### config.mk
export PLATFORM = sky130hd
export DESIGN_NAME = regbank_ctrl_flat
export DESIGN_NICKNAME = d
export VERILOG_FILES = /design/src/rtl/regbank_ctrl_pkg.sv /design/src/rtl/regbank_ctrl_if.sv /design/src/rtl/regbank_ctrl_alu.sv /design/src/rtl/regbank_ctrl.sv /design/src/flat_wrapper.sv
export SDC_FILE = /design/constraint.sdc
export NUM_CORES = 1
export LEC_CHECK = 0
export CORE_UTILIZATION = 30
export CTS_CLUSTER_SIZE = 40
export DETAILED_ROUTE_END_ITERATION = 16
export PLACE_DENSITY_LB_ADDON = 0.15
export SETUP_SLACK_MARGIN = 0.5
export SLEW_MARGIN = 20
export SYNTH_ARGS = -nofsm -noshare
export SYNTH_HDL_FRONTEND = slang
export SYNTH_SLANG_ARGS = --single-unit
### constraint.sdc
create_clock -name clock -period 2.9 [get_ports clock]
set_input_delay 0.29 -clock clock [delete_from_list [all_inputs] [get_ports clock]]
set_output_delay 0.29 -clock clock [all_outputs]
set_load 0.05 [all_outputs]
### src/rtl/regbank_ctrl_pkg.sv
// Shared types and defaults for the register-bank sequencer.
// Optional build macro used by this slice: REGBANK_CTRL_SAT_EN (saturating ADD/SUB).
package regbank_ctrl_pkg;

  localparam int unsigned DATA_W_DEF = 8;
  localparam int unsigned ADDR_W_DEF = 2;
  localparam int unsigned OP_W       = 3;

  typedef enum logic [OP_W-1:0] {
    OP_ADD = 3'b000,
    OP_SUB = 3'b001,
    OP_AND = 3'b010,
    OP_OR  = 3'b011,
    OP_XOR = 3'b100,
    OP_LDI = 3'b101,
    OP_MOV = 3'b110,
    OP_NOP = 3'b111
  } op_e;

  typedef enum logic [1:0] {
    IDLE  = 2'b00,
    READ  = 2'b01,
    EXEC  = 2'b10,
    WRITE = 2'b11
  } state_e;

endpackage

### src/rtl/regbank_ctrl_if.sv
// Instruction channel (valid/ready) between the instruction source and the sequencer.
interface regbank_ctrl_if
  import regbank_ctrl_pkg::*;
#(
  parameter int unsigned DATA_W = DATA_W_DEF,
  parameter int unsigned ADDR_W = ADDR_W_DEF
) ();

  logic              instr_valid;
  logic              instr_ready;
  logic [OP_W-1:0]   instr_op;
  logic [ADDR_W-1:0] instr_rd;
  logic [ADDR_W-1:0] instr_rs0;
  logic [ADDR_W-1:0] instr_rs1;
  logic [DATA_W-1:0] instr_imm;

  // Instruction source side
  modport master (
    output instr_valid, instr_op, instr_rd, instr_rs0, instr_rs1, instr_imm,
    input  instr_ready
  );

  // Sequencer side
  modport slave (
    input  instr_valid, instr_op, instr_rd, instr_rs0, instr_rs1, instr_imm,
    output instr_ready
  );

endinterface

### src/rtl/regbank_ctrl_alu.sv
// Combinational 8-bit ALU for the sequencer.
// REGBANK_CTRL_SAT_EN: when defined, ADD clamps to all ones on carry and SUB clamps
// to zero on borrow; carry still reports the raw carry/borrow.
module regbank_ctrl_alu
  import regbank_ctrl_pkg::*;
#(
  parameter int unsigned DATA_W = DATA_W_DEF
) (
  input  op_e               op,
  input  logic [DATA_W-1:0] a,
  input  logic [DATA_W-1:0] b,
  input  logic [DATA_W-1:0] imm,
  output logic [DATA_W-1:0] result,
  output logic              carry,
  output logic              zero
);

  logic [DATA_W:0] sum;
  logic [DATA_W:0] diff;

  assign sum  = {1'b0, a} + {1'b0, b};
  assign diff = {1'b0, a} - {1'b0, b};

  // Opcode decode; the extra MSB of sum/diff is carry/borrow
  always_comb begin
    result = '0;
    carry  = 1'b0;
    case (op)
      OP_ADD: begin
        carry  = sum[DATA_W];
        result = sum[DATA_W-1:0];
`ifdef REGBANK_CTRL_SAT_EN
        if (carry) result = '1;
`endif
      end
      OP_SUB: begin
        carry  = diff[DATA_W];
        result = diff[DATA_W-1:0];
`ifdef REGBANK_CTRL_SAT_EN
        if (carry) result = '0;
`endif
      end
      OP_AND:  result = a & b;
      OP_OR:   result = a | b;
      OP_XOR:  result = a ^ b;
      OP_LDI:  result = imm;
      OP_MOV:  result = a;
      default: result = '0;
    endcase
    zero = (result == '0);
  end

endmodule

### src/rtl/regbank_ctrl.sv
// Initiator-side sequencer for the 4-entry register bank: accepts one instruction,
// reads operands, executes, writes back. One instruction every 4 cycles.
// Build macro REGBANK_CTRL_SAT_EN selects saturating ADD/SUB inside regbank_ctrl_alu.
module regbank_ctrl
  import regbank_ctrl_pkg::*;
#(
  parameter int unsigned DATA_W = DATA_W_DEF,
  parameter int unsigned ADDR_W = ADDR_W_DEF
) (
  input  logic              clock,
  input  logic              reset,
  regbank_ctrl_if.slave     instr,
  output logic [ADDR_W-1:0] add_rd0,
  output logic [ADDR_W-1:0] add_rd1,
  input  logic [DATA_W-1:0] rd0,
  input  logic [DATA_W-1:0] rd1,
  output logic              wr_en,
  output logic [ADDR_W-1:0] add_wr,
  output logic [DATA_W-1:0] wr_data,
  output logic              done,
  output logic              flag_c,
  output logic              flag_z
);

  state_e            state_q, state_d;
  logic              ready_q, ready_d;
  op_e               op_q, op_d;
  logic [ADDR_W-1:0] rd_q, rd_d;
  logic [DATA_W-1:0] imm_q, imm_d;
  logic [ADDR_W-1:0] add_rd0_d, add_rd1_d;
  logic [DATA_W-1:0] opa_q, opa_d;
  logic [DATA_W-1:0] opb_q, opb_d;
  logic              wr_en_d, done_d;
  logic [ADDR_W-1:0] add_wr_d;
  logic [DATA_W-1:0] wr_data_d;
  logic              flag_c_d, flag_z_d;

  logic [DATA_W-1:0] alu_result;
  logic              alu_carry;
  logic              alu_zero;

  assign instr.instr_ready = ready_q;

  regbank_ctrl_alu #(.DATA_W(DATA_W)) u_alu (
    .op     (op_q),
    .a      (opa_q),
    .b      (opb_q),
    .imm    (imm_q),
    .result (alu_result),
    .carry  (alu_carry),
    .zero   (alu_zero)
  );

  // State register plus all registered outputs and datapath
  always_ff @(posedge clock or posedge reset) begin
    if (reset) begin
      state_q <= IDLE;
      ready_q <= 1'b1;
      op_q    <= OP_ADD;
      rd_q    <= '0;
      imm_q   <= '0;
      add_rd0 <= '0;
      add_rd1 <= '0;
      opa_q   <= '0;
      opb_q   <= '0;
      wr_en   <= 1'b0;
      add_wr  <= '0;
      wr_data <= '0;
      done    <= 1'b0;
      flag_c  <= 1'b0;
      flag_z  <= 1'b0;
    end else begin
      state_q <= state_d;
      ready_q <= ready_d;
      op_q    <= op_d;
      rd_q    <= rd_d;
      imm_q   <= imm_d;
      add_rd0 <= add_rd0_d;
      add_rd1 <= add_rd1_d;
      opa_q   <= opa_d;
      opb_q   <= opb_d;
      wr_en   <= wr_en_d;
      add_wr  <= add_wr_d;
      wr_data <= wr_data_d;
      done    <= done_d;
      flag_c  <= flag_c_d;
      flag_z  <= flag_z_d;
    end
  end

  // Next-state and next-output logic; write-port values are prepared in EXEC
  // so that they are registered and stable for the whole WRITE cycle
  always_comb begin
    state_d   = state_q;
    op_d      = op_q;
    rd_d      = rd_q;
    imm_d     = imm_q;
    add_rd0_d = add_rd0;
    add_rd1_d = add_rd1;
    opa_d     = opa_q;
    opb_d     = opb_q;
    wr_en_d   = 1'b0;
    add_wr_d  = '0;
    wr_data_d = '0;
    done_d    = 1'b0;
    flag_c_d  = flag_c;
    flag_z_d  = flag_z;

    case (state_q)
      IDLE: begin
        if (instr.instr_valid && ready_q) begin
          op_d      = op_e'(instr.instr_op);
          rd_d      = instr.instr_rd;
          imm_d     = instr.instr_imm;
          add_rd0_d = instr.instr_rs0;
          add_rd1_d = instr.instr_rs1;
          state_d   = READ;
        end
      end
      READ: begin
        opa_d   = rd0;
        opb_d   = rd1;
        state_d = EXEC;
      end
      EXEC: begin
        done_d = 1'b1;
        if (op_q != OP_NOP) begin
          wr_en_d   = 1'b1;
          add_wr_d  = rd_q;
          wr_data_d = alu_result;
          flag_z_d  = alu_zero;
        end
        if (op_q == OP_ADD || op_q == OP_SUB) flag_c_d = alu_carry;
        state_d = WRITE;
      end
      WRITE: begin
        state_d = IDLE;
      end
      default: begin
        state_d = IDLE;
      end
    endcase

    ready_d = (state_d == IDLE);
  end

endmodule
### src/flat_wrapper.sv
// flat-port wrapper written by rule: the top's interface ports become plain ports
module regbank_ctrl_flat import regbank_ctrl_pkg::*;
#(
  parameter int unsigned DATA_W = DATA_W_DEF,
  parameter int unsigned ADDR_W = ADDR_W_DEF
)
  (clock, reset, add_rd0, add_rd1, rd0, rd1, wr_en, add_wr, wr_data, done, flag_c, flag_z, instr_instr_valid, instr_instr_op, instr_instr_rd, instr_instr_rs0, instr_instr_rs1, instr_instr_imm, instr_instr_ready);
  regbank_ctrl_if #(.DATA_W(DATA_W), .ADDR_W(ADDR_W)) instr_i ();
  input  logic clock;
  input  logic reset;
  output logic [ADDR_W-1:0] add_rd0;
  output logic [ADDR_W-1:0] add_rd1;
  input  logic [DATA_W-1:0] rd0;
  input  logic [DATA_W-1:0] rd1;
  output logic wr_en;
  output logic [ADDR_W-1:0] add_wr;
  output logic [DATA_W-1:0] wr_data;
  output logic done;
  output logic flag_c;
  output logic flag_z;
  input wire logic [$bits(instr_i.instr_valid)-1:0] instr_instr_valid;
  input wire logic [$bits(instr_i.instr_op)-1:0] instr_instr_op;
  input wire logic [$bits(instr_i.instr_rd)-1:0] instr_instr_rd;
  input wire logic [$bits(instr_i.instr_rs0)-1:0] instr_instr_rs0;
  input wire logic [$bits(instr_i.instr_rs1)-1:0] instr_instr_rs1;
  input wire logic [$bits(instr_i.instr_imm)-1:0] instr_instr_imm;
  output wire logic [$bits(instr_i.instr_ready)-1:0] instr_instr_ready;
  assign instr_i.instr_valid = instr_instr_valid;
  assign instr_i.instr_op = instr_instr_op;
  assign instr_i.instr_rd = instr_instr_rd;
  assign instr_i.instr_rs0 = instr_instr_rs0;
  assign instr_i.instr_rs1 = instr_instr_rs1;
  assign instr_i.instr_imm = instr_instr_imm;
  assign instr_instr_ready = instr_i.instr_ready;
  regbank_ctrl #(.DATA_W(DATA_W), .ADDR_W(ADDR_W)) u_core (.clock(clock), .reset(reset), .instr(instr_i), .add_rd0(add_rd0), .add_rd1(add_rd1), .rd0(rd0), .rd1(rd1), .wr_en(wr_en), .add_wr(add_wr), .wr_data(wr_data), .done(done), .flag_c(flag_c), .flag_z(flag_z));
endmodule
==> qor.yml <==
finish:
  final_layout_size_suffix_gt1_share_pct: 18.6
  final_core_utilization_pct: 40.5
  num-nets-final: 434
  antenna-diode-count: 0
  layout-area-overhead-vs-synth_pct: 29.8
critical_path:
  r2r_slack_ns: 0.56
  regToRegEndpoint: "u_core.flag_z"
  r2r-start: "u_core.opb_q[1]"
  endpoint_kind: "flip-flop"
  worstPathMaxFanout: 4
  timing.setup.critical_path_class: "reg2reg"
  cp_data_arrival_time_ns: 2.56
  reg2regPathDepth: 9
  startpoint_type: "flip-flop"
  critical_path_data_required_time_ns: 3.12
power:
  cellPowerDensity_nw_per_um2: 1320
  clkPwrFrac_pct: 8.4
  pwr-share-seq_pct: 25.3
  worst_ir_drop_vdd_mv: 0.333
  power.net_switching_mw: 2.49
  share_comb_of_total_power_pct: 66.3
  internal-power_mw: 2.77
  power.static_leakage_nw: 1.72
  swShare_pct: 47.4
routing:
  drt.antenna.violating_nets: 0
  via_per_inst: 4.72
  post_drt_wl_per_cell_um: 14.2
  detailroute.via_count: 2374
  totalWireLength_um: 7120
  drc_violations: 0
  drt_iter0_markers: 84
  drt_pre_antenna_iters: 4
placed_design:
  post_place_setup_slack_ns: 0.436
  buffer_ports.inserted: 54
  dp_hpwl_um: 5370
  routabilityCongestion: 0.811
global_route:
  grtUsageMet3_pct: 2.10
  grt_pass1_wl_um: 11500
  grt_antenna_before_repair: 0
  globalRoute.totalOverflow: 0
  grt.met1_usage_pct: 19.8
  first_global_vias: 2284
  grt_use_met2_pct: 22.4
  global_route.peak_usage_layer: "met2"
  grt.total_usage_pct: 14.1
  grt_start_max_net_pins: 51
timing:
  final.setup.worst_slack_ns: 0.562
  slew_viol_final: 0
  achievable-frequency_mhz: 428
  finalSetupViolations: 0
  final.period_utilization_pct: 80.6
  fin_skew_ns: 0.00724
  final_worst_path_period_need_ns: 2.34
  final.setup.tns_ns: 0
  worst-slew-pin-transition_ns: 0.944
  hold_viol: 0
  rsz_0062_raised_after_global_routing: "yes"
  worst_slew_margin_rel_pct: 36.6
die:
  io-pin-count: 55
  die_y_um: 103
  floorplan.die.width_um: 103
  initial_core_util_pct: 31.2
  placementRows: 36
  die-area_sq_um: 10600
  fp.coreArea_sq_um: 9820
cts:
  tritoncts_num_sinks: 50
  cts_root_buf: "clkbuf_8"
  clock_insertion_delay_worst_skew_ns: 0.31
  cts_tree: "done"
  cts.reportedPaths.clkPinSlew_ns: 0.10
  cts_buffer_depth: 2
  htreeDepth: 2
  postCtsHoldBufs: 0
  numCtsBuffers: 5
logic_synthesis:
  ys_seq_area_share_pct: 40.9
  netlist.area_leader.share_pct: 40.0
  synth.most_common_cell: "dfrtp_1"
  yosys-top-cells-area: "dfrtp_1, ha_1, mux2_2"
  yosys_warnings: 0
  synth.top_cells.by_count: "dfrtp_1, nand2_1, ha_1"
  synth_cell_type_count: 57
  synth_fp_nets: 375
  synth-edff-count: 0
  synthesis.instances: 310
  ys_seq_elements: 50
  ys_dominant_reg_cell: "dfrtp_1"
  yosysTopAreaCell: "dfrtp_1"
  async_reset_ff_share_pct: 100
  postSynthAreaPerCell_sq_um: 9.88
  synthesis.area_sq_um: 3060
flow_run:
  cap_violations: 0
hold_path:
  min_path_type: "in2async"
outcome:
  outcome: "finished, final reports clean"
power by group through the flow:
stage	Sequential [mW]	Clock, mW	Combinational [mW]
floorplan	1.52	0	2.14
global placement	1.33	0	3.05
detailed placement	1.34	0	3.07
CTS	1.33	0.460	3.22
global route	1.39	0.491	3.85
finish	1.33	0.441	3.49
layer usage:
layer  vias up  part of all wire (%)
li1       1188                     -
met1      1126                    50
met2        53                    45
met3         7                   3.8
met4         0                   1.7
met5         -                     0
layout make-up:
class | count | area, sq um
repair buffers | 67 | 638
well taps | 133 | 166
fillers | 1031 | 5840
flip-flops and latches | 50 | 1260
clock buffers | 6 | 82.6
clock inverters | 2 | 16.3
multi-input cells | 217 | 1710
inverters | 28 | 105
through the flow:
stage               hold slack, ns  area, sq um  cells  power [mW]
global placement             0.482         3710    487        4.38
CTS                          0.483         3870    499        5.02
global route                 0.528         3980    503        5.73
finish                       0.454         3980    503        5.26
detailed placement           0.491         3710    487        4.41
floorplan                    0.407         3060    310        3.67
how the worst max path moves through the flow:
| stage | from | to | slack, ns | cells after the start |
|---|---|---|---|---|
| after detailed placement | u_core.opa_q[0] | u_core.flag_z | 0.44 | 10 |
| after global placement | u_core.opb_q[0] | u_core.flag_z | 0.50 | 9 |
| after global routing | u_core.opa_q[0] | u_core.flag_z | 0.38 | 10 |
| after CTS | u_core.opa_q[0] | u_core.flag_z | 0.50 | 10 |
| final | u_core.opb_q[1] | u_core.flag_z | 0.56 | 9 |
| after floorplan | u_core.opa_q[0] | u_core.flag_z | 0.63 | 10 |
cell families after synthesis:
group	Yosys count	share of synthesized area (%)
buffers and inverters	43	6.57
muxes	28	9.92
adders and majority gates	29	12.3
and+or+nand+nor	80	12.3
xor gates and xnor gates	6	1.71
AOI/OAI and AO/OA	74	16.3
DFF	50	40.9
placed cells by master, fill, tap and decap left out, types with 13 or more instances in the layout:
cell type and count:
a21oi_1 15, clkdlybuf4s50_1 54, nand2_1 34, dfrtp_1 46
buf_4 13, nor2_1 17, mux2_2 17, o21ai_0 24
inv_1 22, ha_1 20
timing repair:
action | CTS | global route
endpoints found under the setup margin | 1 | 4
buffers inserted | 4 | 4
pin swaps | 5 | 8
resized for setup | 10 | 14
critical path: stages, from the launching register on:
cell	delay (ns)
dfrtp_2	0.44
inv_1	0.10
ha_1	0.34
a21oi_1	0.18
o21bai_2	0.13
a211o_1	0.32
mux2_1	0.33
nand2_1	0.10
nand3_1	0.11
o31ai_2	0.22
sequential cells by signal, summed over array words and instances (netlist names):
register,flops
u_core.flag_z,1
u_core.instr.instr_ready,1
u_core.imm_q,8
u_core.wr_data,8
u_core.add_rd1,2
u_core.add_rd0,2
u_core.opb_q,8
u_core.opa_q,8
u_core.add_wr,2
u_core.flag_c,1
u_core.done,1
u_core.op_q,3
u_core.state_q,2
u_core.wr_en,1
u_core.rd_q,2
No activity file was read; power rests on OpenSTA's default activity.
